===== src/rtl/mem_bus_bridge.sv =====
// Memory-stage bridge: turns one M-stage load/store into a single split-transaction bus access.
// Stalls the pipeline until the response arrives or the access times out; outputs registered except stallM_o.
module mem_bus_bridge #(
  parameter int TIMEOUT = 256
) (
  input  logic        clk,
  input  logic        rst,
  input  logic        memenM,
  input  logic        memwriteM,
  input  logic [3:0]  selectM,
  input  logic [31:0] aluoutM,
  input  logic [31:0] writedataM,
  input  logic        hold_i,
  input  logic        flushM,
  output logic [31:0] readdataM,
  output logic        stallM_o,
  output logic        err_o,
  output logic        req,
  output logic        wr,
  output logic [31:0] addr,
  output logic [3:0]  wstrb,
  output logic [31:0] wdata,
  input  logic        addr_ok,
  input  logic        data_ok,
  input  logic [31:0] rdata
);

  typedef enum logic [2:0] {
    S_IDLE  = 3'd0,
    S_REQ   = 3'd1,
    S_WAIT  = 3'd2,
    S_DONE  = 3'd3,
    S_DRAIN = 3'd4
  } state_t;

  localparam logic [15:0] TO_LAST = 16'(TIMEOUT - 1);

  state_t      r_state;
  state_t      w_next;
  logic        r_req;
  logic        r_wr;
  logic [31:0] r_addr;
  logic [3:0]  r_wstrb;
  logic [31:0] r_wdata;
  logic [31:0] r_rdata;
  logic        r_err;
  logic [15:0] r_cnt;
  logic        r_retire;

  logic        w_start;
  logic        w_busy;
  logic        w_tout;
  logic        w_cap;
  logic        w_fire;
  logic        w_fire_drain;
  logic        w_unused;

  // Byte offset is carried by the strobes, so the low address bits are dropped.
  assign w_unused = &{1'b0, aluoutM[1:0]};

  // r_retire suppresses a new request for the one cycle a timed-out access retires.
  assign w_start = (r_state == S_IDLE) & memenM & ~flushM & ~r_retire;
  assign w_busy  = (r_state == S_REQ) | (r_state == S_WAIT) | (r_state == S_DRAIN);
  assign w_tout  = w_busy & (r_cnt == TO_LAST);

  assign stallM_o = w_start | w_busy;

  always_comb begin
    w_next       = r_state;
    w_cap        = 1'b0;
    w_fire       = 1'b0;
    w_fire_drain = 1'b0;
    case (r_state)
      S_IDLE: begin
        if (w_start) w_next = S_REQ;
      end
      S_REQ: begin
        if (addr_ok) begin
          if (flushM) begin
            w_next = data_ok ? S_IDLE : S_DRAIN;
          end else if (data_ok) begin
            w_next = S_DONE;
            w_cap  = ~r_wr;
          end else begin
            w_next = S_WAIT;
          end
        end else if (flushM) begin
          w_next = S_IDLE;
        end else if (w_tout) begin
          w_next = S_IDLE;
          w_fire = 1'b1;
        end
      end
      S_WAIT: begin
        if (data_ok) begin
          w_next = flushM ? S_IDLE : S_DONE;
          w_cap  = ~r_wr & ~flushM;
        end else if (flushM) begin
          w_next = S_DRAIN;
        end else if (w_tout) begin
          w_next = S_IDLE;
          w_fire = 1'b1;
        end
      end
      S_DRAIN: begin
        if (data_ok) begin
          w_next = S_IDLE;
        end else if (w_tout) begin
          w_next       = S_IDLE;
          w_fire_drain = 1'b1;
        end
      end
      S_DONE: begin
        if (!hold_i) w_next = S_IDLE;
      end
      default: w_next = S_IDLE;
    endcase
  end

  always_ff @(posedge clk) begin
    if (!rst) begin
      r_state  <= S_IDLE;
      r_req    <= 1'b0;
      r_wr     <= 1'b0;
      r_addr   <= 32'd0;
      r_wstrb  <= 4'd0;
      r_wdata  <= 32'd0;
      r_rdata  <= 32'd0;
      r_err    <= 1'b0;
      r_cnt    <= 16'd0;
      r_retire <= 1'b0;
    end else begin
      r_state  <= w_next;
      r_retire <= w_fire;

      if (w_start) begin
        r_req   <= 1'b1;
        r_wr    <= memwriteM;
        r_addr  <= {aluoutM[31:2], 2'b00};
        r_wstrb <= memwriteM ? selectM : 4'b0000;
        r_wdata <= writedataM;
      end else if ((r_state == S_REQ) && (w_next != S_REQ)) begin
        r_req <= 1'b0;
      end

      if (w_start) begin
        r_cnt <= 16'd0;
      end else if (w_busy && (r_cnt != 16'hFFFF)) begin
        r_cnt <= r_cnt + 16'd1;
      end

      // Poison value lets software see a load that never got a response.
      if (w_cap) begin
        r_rdata <= rdata;
      end else if (w_fire && !r_wr) begin
        r_rdata <= 32'hDEADBEEF;
      end

      if (w_fire || w_fire_drain) r_err <= 1'b1;
    end
  end

  assign req       = r_req;
  assign wr        = r_wr;
  assign addr      = r_addr;
  assign wstrb     = r_wstrb;
  assign wdata     = r_wdata;
  assign readdataM = r_rdata;
  assign err_o     = r_err;

endmodule

===== config.mk =====
export PLATFORM = sky130hd
export DESIGN_NAME = mem_bus_bridge
export DESIGN_NICKNAME = d
export VERILOG_FILES = /design/src/rtl/mem_bus_bridge.sv
export SDC_FILE = /design/constraint.sdc
export NUM_CORES = 1
export LEC_CHECK = 0
export ABC_AREA = 0
export CORE_MARGIN = 1
export CORE_UTILIZATION = 45
export CTS_CLUSTER_DIAMETER = 30
export DETAILED_ROUTE_END_ITERATION = 16
export PLACE_DENSITY = 0.86
export SLEW_MARGIN = 20
export SYNTH_ARGS = -nofsm -noshare
export SYNTH_HDL_FRONTEND = slang
export SYNTH_SLANG_ARGS = --single-unit

===== constraint.sdc =====
create_clock -name clk -period 5.8 [get_ports clk]
set_input_delay 0.87 -clock clk [delete_from_list [all_inputs] [get_ports clk]]
set_output_delay 0.87 -clock clk [all_outputs]
set_load 0.05 [all_outputs]

Yosys cells after proc, flatten, opt, wreduce, memory -nomap -nowiden. Index checks and enable logic that the tools add are counted.

Input port bits: 108. Output and inout port bits: 104. Flip-flop bits (word level): 121. Logic and storage cells: 69.

Reductions and logical operators: 9. Muxes and demuxes: 30. Equality and inequality tests: 7. $add $sub $neg: 1. Bitwise operators: 12.

Operators with widths (number): 32-bit two-way mux (2); 3-bit two-way mux (10); 16-bit by 1-bit adder with 16-bit output, second input constant (1); 16-bit by 8-bit == test with 1-bit output, second input constant (1); 16-bit inequality test, second input constant (1); 3-bit one-hot mux with 5 select lines (1); 1-bit two-way mux (13); 3-bit by 2-bit == test with 1-bit output, second input constant (2); 1-bit AND (5); 4-bit two-way mux (1); 1-bit inverter (4); 1-bit one-hot mux with 2 select lines (2); 2-bit nonzero test (2); 3-bit by 1-bit == test with 1-bit output, second input constant (1); 3-bit == test, second input constant (1); 1-bit logical AND (3); 3-bit logical NOT (1); 3-bit by 1-bit inequality test with 1-bit output, second input constant (1); 1-bit OR (3); 2-bit two-way mux (1); 2-bit OR reduction (1); 1-bit logical NOT (1); 1-bit logical OR (1).

Logic depth before layout (Yosys ltp). Gate-level depths: netlist of the first run.

Depth after elaboration: 12. Depth in mapped cells: 8. Depth with buffers taken out: 6.

Worst setup path before layout of the first run. Ideal clock, no wire load.

Path type: input port to output port. Start point: in flushM. End point: out stallM_o. Path buffers: 2. Setup slack: 3.028 ns. Cell stages on the path: 5. Arrival: 1.902 ns. Required time: 4.930 ns. Path through: nor2_1 nand4b_1 clkbuf_1 clkbuf_1 nand2_1.

Cells in the longest elaborated chain, start to end: 4.

RTL lines: start: declaration (line 14) `input logic flushM,`; 1-bit inverter (line 62) `assign w_start = (r_state == S_IDLE) & memenM & ~flushM & ~r_retire;`; 1-bit AND (2 in a row) (line 62); 1-bit OR (line 66) `assign stallM_o = w_start | w_busy;`; end: declaration (line 16) `output logic stallM_o,`.

Every way passes these cells.

Final worst setup path of the first run. Same ends and word-level chain as after synthesis.

==> results of run 1 <==
[layer usage]
layer  global-route usage (%)  wire length, µm  vias to the layer above
li1                         -                -                     2242
met1                     27.2             5290                     2162
met2                     40.6             6350                      215
met3                     10.6             1170                       41
met4                     14.0              442                        0
met5                        0                0                        -
[state kept, by name, indices dropped and copies added (netlist names), 3 cells and up]
name and cells:
wdata 32, r_cnt 16, readdataM 32, r_state 3, addr 30, wstrb 4
[how the worst min path moves through the flow]
stage	start	end	slack, ns	depth (start not counted)
finish	wstrb[3]	wstrb[3]	0.45	2
global route	wdata[18]	wdata[18]	0.47	2
CTS	wdata[26]	wdata[26]	0.45	2
detailed placement	wdata[15]	wdata[15]	0.45	2
global placement	wstrb[0]	wstrb[0]	0.44	2
floorplan	r_cnt[15]	r_cnt[15]	0.48	2
[Yosys cell counts (all sizes together), types with 5 or more instances]
| cell type | instances |
|---|---|
| nand3 | 18 |
| nand4 | 5 |
| inv | 6 |
| a22oi | 8 |
| clkbuf | 34 |
| nand2 | 141 |
| buf | 7 |
| a21oi | 83 |
| dfxtp | 121 |
| nor2 | 20 |
| o21ai | 9 |
| xnor2 | 11 |
| o221a | 24 |
[power by group through the flow]
stage	clock network [µW]	registers, µW	logic (µW)
floorplan	0	984	78.6
global placement	0	893	307
detailed placement	0	895	311
CTS	951	878	314
global route	994	881	329
finish	933	878	312
[metrics by stage]
step                std cells  total power (µW)  utilization, %
finish                    873              2120            73.4
global route              873              2200            73.4
CTS                       873              2140            73.4
detailed placement        842              1210            68.0
global placement          842              1200            68.0
floorplan                 540              1060               -
[final cells by class]
cell class / instances / area, µm² / share of cell area (%)
Inverter: 6 / 22.5 / 0.310
Tap cell: 133 / 166 / 2.29
Sequential cell: 121 / 2420 / 33.3
Clock buffer: 22 / 453 / 6.23
Clock inverter: 9 / 75.1 / 1.03
Timing Repair Buffer: 210 / 2090 / 28.8
Multi-Input combinational cell: 372 / 2040 / 28.0
[tightest hold or removal path, stage by stage (launching register included)]
cell and delay, ns:
dfxtp_1 0.31, nand2_1 0.05, a21oi_1 0.05
[cell families after synthesis]
family,synth area share [%]
and+or+nand+nor,21.6
AOI/OAI and AO/OA,19.0
DFF,52.0
buffers and inverters,4.43
xor gates and xnor gates,2.26
muxes,0.430
adders and majority gates,0.268
other,0.0805
[placed cells by master (no fill, tap or decap), drive strengths merged, types with 2 or more instances in the layout]
cell / instances
a2111oi: 4
a21oi: 83
a22oi: 8
a31o: 2
and2: 2
and3: 2
and4: 2
buf: 3
clkbuf: 22
clkdlybuf4s50: 207
clkinv: 6
clkinvlp: 2
conb: 2
dfxtp: 121
inv: 6
mux2i: 2
nand2: 141
nand2b: 2
nand3: 18
nand4: 5
nor2: 20
nor2b: 2
nor3: 4
nor3b: 4
nor4: 4
nor4b: 3
o211ai: 3
o21ai: 9
o221a: 24
or2: 2
or3: 3
or3b: 2
or4: 2
xnor2: 11
==> metrics.txt, run 1 <==
Power Internal=1570 µW; Site Rows=36; crit start category=input port; dpl ws=2.19 ns; final net count=837; GP Congestion=0.818; CP top delay family=buffers and inverters; terminus of the critical flop-to-flop path=readdataM[31]; post-DP HPWL=8910 µm; P_sw=550 µW; TritonRoute pass-1 iters=4; cell count of the worst reg-to-reg path=6; Comb pwr share=14.7%; Post-Route Setup TNS=0 ns; Clock Tree Root=clkbuf_8; fill cell instance count of the final layout=714; largest net degree at the start of global routing=72; RSZ-0062 raised after global routing=false; HP Class=flip-flop to flip-flop; core area=9910 µm²; Worst Clk Skew=0.00806 ns; I/O Buffers=207; clock latency on the worst-skew pair=0.51 ns; area grow syn2layout=56.0%; CTS resizes=0; r2r startpoint=r_cnt[0]; crit path DAT=2.74 ns; Die W=104 µm; crit path time final=3.61 ns; Max transition margin=27.1%; CP Class=input port to output port; Yosys reg bits=121; CTS tree=yes; minimum setup slack among reg-to-reg paths=3.02 ns; Worst EP required=4.93 ns; sequential share of power=41.3%; Synth Flop Type=dfxtp_1; Max-Cap Viols=0; pwr/cell area=292 nW/µm²; hold_buf cts=0; WP depth=5; Setup crit end kind=output port; share of cells above drive strength 1=8.24%; Static Leak=0.00254 µW; first-pass GRT wire length=21700 µm; drc violations=0; CP most frequent cell=clkdlybuf4s50_1; antenna viol nets, final=0; register area share after synthesis=52.0%; Starting Density=47.0%; Worst Path Max Fanout=5; H-tree depth=4; Async SR Flop Fraction=0%; Max Slew Vio Count=0; Synth area leader=dfxtp_1; Post-Layout Inst Area=7270 µm²; Bufs on Longest Clock Path=2; Final Setup Violations=0; n_diodes=0; Area after DPL=6740 µm²; Final WS setup=2.19 ns; final hold viol count=0; WL final=13200 µm; Final period util=62.2%; # IOs=212; Mapped Cells=539; largest cells by area after synthesis=dfxtp_1 (52%), nand2_1 (11%), a21oi_1 (8.8%), o221a_2 (4.8%), clkbuf_1 (2.7%); Synth Warn #=0; maximum VDD drop=0.230 mV; Clk pwr share=43.9%; initial drt markers=171; Net Sw Frac=25.9%; number of setup buffers added after CTS=0; hold slack=0.452 ns; full die area=10800 µm²; count of cell types in the netlist=46; Worst Setup SP=flushM; Worst-path clk slew=0.05 ns; buffers plus inverters on the worst setup path=2; delay of the slowest cell on the worst path=0.83 ns; gr ovfl total=0; clock sinks=121; Slowest-stage cell, CP=clkdlybuf4s50_1; cts bufs inserted=17; vias in the first global route=4634; Die Ht=104 µm; number of synthesized flops with an enable pin=0; DR vias=4660; Syn Area/Cell=8.65 µm²; Setup crit end=stallM_o; antenna violations before repair=0; wire per inst=15.2 µm; Worst-Margin Slew=1.09 ns; area of the mapped netlist=4660 µm²; Synth top area share=52.0%; vias per cell=5.34; crit path cell chain=clkdlybuf4s50_1 > nor2_1 > nand4b_1 > nand2_1 > clkdlybuf4s50_1; GRT Total Usage=24.9%; FMAX=277 MHz; status=complete, no violations
(Power assumes the default switching activity.)
==> run 2, diff against run 1 <==
Settings changed: CORE_UTILIZATION 45 to 37, PLACE_DENSITY 0.86 to 0.76.
Clock period 5.8 ns to 3.04 ns, I/O delays scaled along.
==> metrics.txt, run 2 (synthesis results as in run 1) <==
crit start category=flip-flop; Static Leak=0.00260 µW; Starting Density=38.3%; Power Internal=3200 µW; final net count=843; drc violations=0; Setup crit end kind=flip-flop; crit path time final=2.57 ns; antenna viol nets, final=0; DR vias=4607; maximum VDD drop=0.409 mV; sequential share of power=39.1%; Clock Tree Root=clkbuf_16; P_sw=1080 µW; status=complete, no violations; # IOs=212; post-DP HPWL=9200 µm; Final period util=84.6%; FMAX=389 MHz; Worst-Margin Slew=0.734 ns; cts bufs inserted=17; largest net degree at the start of global routing=70; hold_buf cts=0; HP Class=flip-flop to flip-flop; gr ovfl total=0; Comb pwr share=14.3%; Max transition margin=50.7%; non-filler instance count after layout=913; commonest non-fill, non-tap cell in the layout=clkdlybuf4s50_1; pwr/cell area=573 nW/µm²; number of setup buffers added after CTS=0; first-pass GRT wire length=21500 µm; Max Slew Vio Count=0; minimum setup slack among reg-to-reg paths=0.47 ns; Max-Cap Viols=0; clock sinks=121; TritonRoute pass-1 iters=4; n_diodes=0; GRT Total Usage=20.8%; WL final=13200 µm; CP Class=flip-flop to flip-flop; Hold Path Stages=2; most frequent cells in the layout=clkdlybuf4s50_1 (206), nand2_1 (141), dfxtp_1 (121); Clk pwr share=46.6%; CTS resizes=0; wire per inst=14.5 µm; vias per cell=5.05; I/O Buffers=207; RSZ-0062 raised after global routing=false; vias in the first global route=4584; share of cells above drive strength 1=9.40%; Die Ht=114 µm; initial drt markers=317; Final Setup Violations=0; Worst Path Max Fanout=24; Worst-path clk slew=0.05 ns; H-tree depth=4; full die area=13000 µm²; Worst Clk Skew=0.00999 ns; GP Congestion=0.812; crit path DAT=2.92 ns; antenna violations before repair=0; Net Sw Frac=25.2%; cell count of the worst reg-to-reg path=7; area grow syn2layout=60.0%; core area=12200 µm²; Worst EP required=3.39 ns; final hold viol count=0; Die W=114 µm; CTS tree=yes; Placed Cells=883; Site Rows=40; clock latency on the worst-skew pair=0.41 ns; Post-Route Setup TNS=0 ns; Bufs on Longest Clock Path=2
[run 2: worst paths after layout]
check        startpoint           end
max            r_cnt[0]  readdataM[9]
min            addr[12]      addr[12]
max reg2reg    r_cnt[0]  readdataM[9]
min reg2reg    addr[12]      addr[12]
[run 2: critical path, cell delays in order, from the launching register on]
cell	delay (ns)
dfxtp_1	0.36
ha_1	0.30
nand3_1	0.20
nor4_4	0.37
or3b_1	0.59
a21oi_4	0.19
buf_4	0.27
o221a_2	0.23
[run 2: metrics by stage]
step | power, µW | util, % | hold WS, ns | worst slack (ns) | instance area (µm²)
floorplan | 2030 | - | 0.477 | 0.843 | 4660
global placement | 2300 | 56.5 | 0.439 | 0.416 | 6870
detailed placement | 2310 | 56.5 | 0.446 | 0.383 | 6870
CTS | 4320 | 61.3 | 0.453 | 0.453 | 7460
global route | 4430 | 61.3 | 0.466 | 0.325 | 7460
finish | 4270 | 61.3 | 0.450 | 0.468 | 7460
[run 2: layout make-up]
class | instances | area (µm²)
Clock buffer | 18 | 439
Clock inverter | 12 | 153
Fill cell | 1037 | 4700
Inverter | 6 | 22.5
Multi-Input combinational cell | 372 | 2040
Sequential cell | 121 | 2420
Tap cell | 168 | 210
Timing Repair Buffer | 216 | 2170
[run 2: power by group through the flow]
stage	clock [µW]	sequential [µW]	combinational, µW
final	1990	1670	609
after global routing	2110	1680	645
after CTS	2030	1670	613
after detailed placement	0	1700	610
after global placement	0	1700	601
after floorplan	0	1880	150
[run 2: layer usage]
layer | wire length [µm] | track usage [%] | vias to the layer above
li1 | - | - | 2258
met1 | 5430 | 23.5 | 2162
met2 | 6500 | 34.9 | 163
met3 | 1080 | 8.47 | 24
met4 | 230 | 8.48 | 0
met5 | 0 | 0 | -
